File: src/rtl/byte_mem_word_arbiter.sv
// Two-requester word-access arbiter in front of a 256x8 byte memory.
// Each granted word transaction moves four bytes, little-endian, from
// consecutive byte addresses (wrapping at 0xFF). Priority alternates
// between the requesters after every completed transaction.
//
// state  | meaning
// -------+------------------------------------------------------------
// IDLE   | waiting for a request; requests are sampled only here
// ACCESS | four byte cycles, counter k selects byte/address offset
// DONE   | one-cycle Ack to the granted requester, then back to IDLE
module byte_mem_word_arbiter #(
    parameter bit RR_INIT = 1'b0
) (
    input  logic        Clk,
    input  logic        Reset,
    input  logic        Req0,
    input  logic        Req1,
    input  logic        We0,
    input  logic        We1,
    input  logic [7:0]  Addr0,
    input  logic [7:0]  Addr1,
    input  logic [31:0] WData0,
    input  logic [31:0] WData1,
    output logic        Ack0,
    output logic        Ack1,
    output logic [31:0] ReadData,
    output logic        Busy,
    output logic [7:0]  MemAddress,
    output logic [7:0]  MemWriteData,
    output logic        MemWrite,
    output logic        MemRead,
    input  logic [7:0]  MemReadData
);

    typedef enum logic [1:0] {
        IDLE   = 2'd0,
        ACCESS = 2'd1,
        DONE   = 2'd2
    } state_t;

    state_t      state;
    state_t      state_nxt;
    logic [1:0]  k;
    logic        prio;
    logic        gnt;
    logic        gnt_nxt;
    logic        any_req;
    logic        we_l;
    logic [7:0]  addr_l;
    logic [31:0] wdata_l;
    logic [31:0] rdata;

    // Arbitration: sole requester wins, otherwise the priority holder wins
    always_comb begin
        any_req = Req0 | Req1;
        if (Req0 && Req1)
            gnt_nxt = prio;
        else
            gnt_nxt = Req1;
    end

    // State register
    always_ff @(posedge Clk) begin
        if (Reset)
            state <= IDLE;
        else
            state <= state_nxt;
    end

    // Next-state and memory/handshake outputs; everything idles at zero outside ACCESS
    always_comb begin
        state_nxt    = state;
        Busy         = 1'b0;
        Ack0         = 1'b0;
        Ack1         = 1'b0;
        MemAddress   = 8'd0;
        MemWriteData = 8'd0;
        MemWrite     = 1'b0;
        MemRead      = 1'b0;
        case (state)
            IDLE: begin
                if (any_req)
                    state_nxt = ACCESS;
            end
            ACCESS: begin
                Busy       = 1'b1;
                MemAddress = addr_l + {6'd0, k};
                if (we_l) begin
                    MemWrite     = 1'b1;
                    MemWriteData = wdata_l[{k, 3'b000} +: 8];
                end else begin
                    MemRead = 1'b1;
                end
                if (k == 2'd3)
                    state_nxt = DONE;
            end
            DONE: begin
                Busy      = 1'b1;
                Ack0      = ~gnt;
                Ack1      = gnt;
                state_nxt = IDLE;
            end
            default: state_nxt = IDLE;
        endcase
    end

    assign ReadData = rdata;

    // Request latch, byte counter, read assembly and round-robin priority
    always_ff @(posedge Clk) begin
        if (Reset) begin
            k       <= 2'd0;
            prio    <= RR_INIT;
            gnt     <= 1'b0;
            we_l    <= 1'b0;
            addr_l  <= 8'd0;
            wdata_l <= 32'd0;
            rdata   <= 32'd0;
        end else begin
            case (state)
                IDLE: begin
                    if (any_req) begin
                        gnt     <= gnt_nxt;
                        k       <= 2'd0;
                        we_l    <= gnt_nxt ? We1 : We0;
                        addr_l  <= gnt_nxt ? Addr1 : Addr0;
                        wdata_l <= gnt_nxt ? WData1 : WData0;
                    end
                end
                ACCESS: begin
                    if (!we_l)
                        rdata[{k, 3'b000} +: 8] <= MemReadData;
                    k <= k + 2'd1;
                end
                DONE: begin
                    // Priority passes on even if the other side is not waiting
                    prio <= ~gnt;
                end
                default: ;
            endcase
        end
    end

endmodule

File: config.mk
export PLATFORM = sky130hd
export DESIGN_NAME = byte_mem_word_arbiter
export DESIGN_NICKNAME = d
export VERILOG_FILES = /design/src/rtl/byte_mem_word_arbiter.sv
export SDC_FILE = /design/constraint.sdc
export NUM_CORES = 1
export LEC_CHECK = 0
export BUFFER_PORTS_ARGS = -buffer_cell sky130_fd_sc_hd__buf_2
export CORE_ASPECT_RATIO = 0.9
export CORE_MARGIN = 5
export CORE_UTILIZATION = 50
export CTS_CLUSTER_SIZE = 16
export DETAILED_ROUTE_END_ITERATION = 8
export PLACE_DENSITY = 0.83
export SLEW_MARGIN = 25
export SYNTH_ARGS = -nofsm -noshare
export SYNTH_HDL_FRONTEND = slang
export SYNTH_SLANG_ARGS = --single-unit
File: constraint.sdc
create_clock -name Clk -period 6 [get_ports Clk]
set_clock_uncertainty 0.05 [all_clocks]
set_input_delay 0.9 -clock Clk [delete_from_list [all_inputs] [get_ports Clk]]
set_output_delay 0.9 -clock Clk [all_outputs]
set_load 0.05 [all_outputs]
# After elaboration in Yosys (flattened, before gate mapping)
# Index checks and enable logic that the tools add are counted.
[op_classes] n_reduce_logical=8 muxes=20 shift=3 n_bitwise=3 n_addsub=3 eq_ne=5
[ops] cell="$bwmux 32" count=1
[ops] cell="$mux 32" count=1
[ops] cell="$mux 8" count=4
[ops] cell="$shift 8x7->32 const A" count=1
[ops] cell="$shiftx 32x6->8" count=1
[ops] cell="$shiftx 8x7->32" count=1
[ops] cell="$mux 1" count=9
[ops] cell="$add 8x2->8" count=1
[ops] cell="$pmux 2 s2" count=2
[ops] cell="$reduce_and 2->1" count=4
[ops] cell="$neg 5->7" count=1
[ops] cell="$mux 2" count=3
[ops] cell="$eq 2x2->1 const B" count=2
[ops] cell="$ne 2x2->1 const B" count=2
[ops] cell="$add 2x1->2 const B" count=1
[ops] cell="$eq 2x1->1 const B" count=1
[ops] cell="$logic_not 2->1" count=1
[ops] cell="$not 1->1" count=2
[ops] cell="$reduce_bool 2->1" count=1
[ops] cell="$reduce_or 2->1" count=1
[ops] cell="$logic_and 1x1->1" count=1
[ops] cell="$or 1x1->1" count=1
[word_totals] regBits=79 out_inout_bits=53 in_bits=94 wordCells=50

# Longest topological paths before layout
[depth] word_depth=3 mapped_depth=8 depth_no_buf=5

# Worst setup path after synthesis
# Ideal clock, no wire load.
[synth_timing] kind="reg-to-output" start="register k[0]" end="output port MemAddress[6]" slack_ns=2.911 t_required_ns=5.050 stages_incl_launch_ff=6 path_buffers=0 arrival_ns=2.139 cell_sequence="dfxtp_1 ha_1 fa_1 inv_1 or3_2 a21oi_1"
[synth_via] elab_chain_len=2
[synth_lines] item="start, declared" line_no="43" rtl="logic [1:0] k;"
[synth_lines] item="start signal, assigned" line_no="133" rtl="k <= k + 2'd1;"
[synth_lines] item="$add 8x2->8" line_no="87" rtl="MemAddress = addr_l + {6'd0, k};"
[synth_lines] item="$mux 8" line_no="80" rtl="case (state)"
[synth_lines] item="end, declared" line_no="28" rtl="output logic [7:0] MemAddress,"
# Every way passes these cells.

# Worst setup path after layout
# Ends and elaborated chain as after synthesis.

==> results.md <==
- Leakage power total: 2.08 nW
- Worst R2R Path Depth: 5
- VDD IR max: approximately 0.16 mV
- Initial antenna violation count: 0
- Synthesized instance count: between 400 and 500
- Synth top area share: 0.388
- Post-synth top area cell: dfxtp_1
- Antenna viol nets, final: 0
- Mapped Avg Cell Area: 9.01 um2
- I/O pin count: approximately 150
- Area Growth Syn to Fin: 22.2%
- Max-slew headroom: 0.420
- Via density: 5.95
- Port Buffers: approximately 150
- Antenna fix cells: 0
- Hold Path Depth: 2
- CTS clk-pin slew, worst paths: ~0.080 ns
- Layout cells sized above 1: 0.322
- Post-cts sizing count: 0
- Setup TNS: 0 ns
- Slew Limit Fails: 0
- Max clock buf depth: 2
- Synth top area cells: dfxtp_1 39%, a311oi_1 8.8%, nand3b_1 8.5%
- Worst Path Required: ~5 ns
- Non-filler instance count after layout: 670
- Final setup fails: 0
- Mapped Area: ~4100 um2
- Fin. Hold Viols: 0
- Core area: about 8000 um2
- Total track usage: 0.226
- Layout net count: 673
- # fillers: 700
- Register area share after synthesis: 0.388
- CP max stage delay: 0.89 ns
- CTS buffer count: 9
- CP cell instances: ha_1, fa_1, inv_1, or3_2, a21oi_1, buf_2
- Critical Path Fanout Max: 18
- Vias: approximately 4000
- RSZ-0062 raised after global routing: false
- Hold WS: 0.441 ns
- Vias in the first global route: between 3000 and 4000
- Final RePlAce weighted congestion: 0.883
- Synth Register Bits: a little under 80
- Die height: ~96 um
- Tcrit/Tclk final: 0.616
- Clock sink count: 79
- Total Routed Length: 11.5 mm
- Critical Path AT: around 2.8 ns
- WL/cell: around 17 um
- Core Util, Final: 0.622
- Global-route wire length before repair: 18.5 mm
- Clk_lat worst skew: 0.34 ns
- Inst Count DP: roughly 650
- DP Wirelength: roughly 8.2 mm
- Residual DRC count: 0
- CTS Hold Bufs: 0
- Syn. warnings: 0
- Die ar.: between 10000 and 15000 um2
- Yosys cell types: 38
- Setup Buffers After CTS: 0
- Die outline width: about 110 um
- Fmax: around 270 MHz
- PD cells: approximately 300 nW/um2
- Tmin final: between 3 and 4 ns
- CTS tree: yes
- Initial DRC Count: between 200 and 300
- WS Path Type: flop to output pin
- Hold Path Class: flop to flop
- Status: complete, no violations
- H-tree depth: 3
- Root buf cell: clkbuf_8
- Slowest cell on the critical path: dfxtp_1
- Max-cap check violation count: 0
- Mapped Nets: between 500 and 600
- Worst setup SP type: flop
- Initial Utilization: 0.510
- Gr ovfl total: 0
- First-pass DRT Iterations: 4
- Crit path capture type: output pin
- Worst-Margin Slew: a little under 0.9 ns
- Largest net degree at the start of global routing: 85
- # rows: 31
[where the power goes]
part           switching, mW  total, mW  internal, mW  leakage, nW
logic                  0.259      0.418         0.160         1.32
clock network          0.190      0.434         0.244        0.116
registers             0.0592      0.649         0.590        0.648
[worst max-delay path: cells and delay by family, from the launching register on]
family	cells	cell delay (ns)
compound gates	1	0.15
fa+ha+maj	2	0.57
buf+inv	2	0.35
flops	1	0.89
simple gates	1	0.44
[cell usage in the layout (no fill, tap or decap), types with 2 or more instances in the layout]
cell type,n
a21oi_1,10
a311oi_1,41
a32oi_1,32
and2_1,13
buf_2,146
buf_4,3
bufinv_16,2
clkbuf_8,10
clkinv_2,3
dfxtp_1,79
ha_1,12
inv_1,8
mux4_2,8
nand2b_1,2
nand3_1,5
nand3b_1,46
nor2_1,76
nor2b_1,5
nor4bb_2,2
o21ai_0,37
o21ai_1,11
or3_1,2
[Yosys cell counts (all sizes together)]
library cell	instances
a21oi	10
a311oi	41
a32oi	32
and2	13
and3b	1
buf	24
clkbuf	23
dfxtp	79
fa	1
ha	12
inv	9
mux4	8
nand2	1
nand2b	2
nand3	5
nand3b	46
nand4	1
nor2	76
nor2b	6
nor3b	2
nor4bb	2
o21a	1
o21ai	48
o21ba	1
o31ai	1
or3	3
or3b	1
or4	1
xnor2	1
xor2	1
[final cells by class]
cell class                 count  area (um2)  share of cell area
multi-input combinational    317        2230               0.449
sequential                    79        1580               0.318
timing repair buffer         150         781               0.157
clock buffer                  10         138              0.0277
tap                           99         124              0.0249
clock inverter                 6        83.8              0.0169
inverter                       9        33.8             0.00679
[registers in the layout (all words and copies together), names as in the netlist]
register,count
ReadData,32
addr_l,8
gnt,1
k,2
prio,1
state,2
wdata_l,32
we_l,1
[final timing paths]
check	slack [ns]	start	to
setup / recovery	2.30	k[0]	MemAddress[6]
hold / removal	0.44	ReadData[25]	ReadData[25]
setup reg to reg	3.25	k[0]	ReadData[7]
hold reg to reg	0.44	ReadData[25]	ReadData[25]
[stage by stage]
| stage | setup slack [ns] | power (mW) | cell area [um2] |
|---|---|---|---|
| CTS | 2.25 | 1.51 | 4970 |
| detailed placement | 2.64 | 1.08 | 4750 |
| floorplan | 2.91 | 0.970 | 4070 |
| finish | 2.30 | 1.50 | 4970 |
| global route | 2.03 | 1.59 | 4970 |
| global placement | 2.68 | 1.05 | 4720 |
[metal layers]
layer	wire (um)	up-vias	global-route usage
met4	194	0	0.0745
li1	-	1924	-
met5	0	-	0
met1	4990	1866	0.292
met2	5380	175	0.378
met3	935	19	0.0521
[cells by family (layout without fill, tap and decap cells)]
| group | Yosys count | after routing | synth area share |
|---|---|---|---|
| AO/OA/AOI/OAI | 134 | 134 | 0.235 |
| buffers and inverters | 56 | 175 | 0.0664 |
| multiplexers | 8 | 8 | 0.0443 |
| flip-flops | 79 | 79 | 0.388 |
| AND/OR/NAND/NOR | 160 | 160 | 0.220 |
| adder cells (fa/ha/maj) | 13 | 13 | 0.0418 |
| XOR/XNOR | 2 | 2 | 0.00430 |
Power figures use the tool's default switching activity.
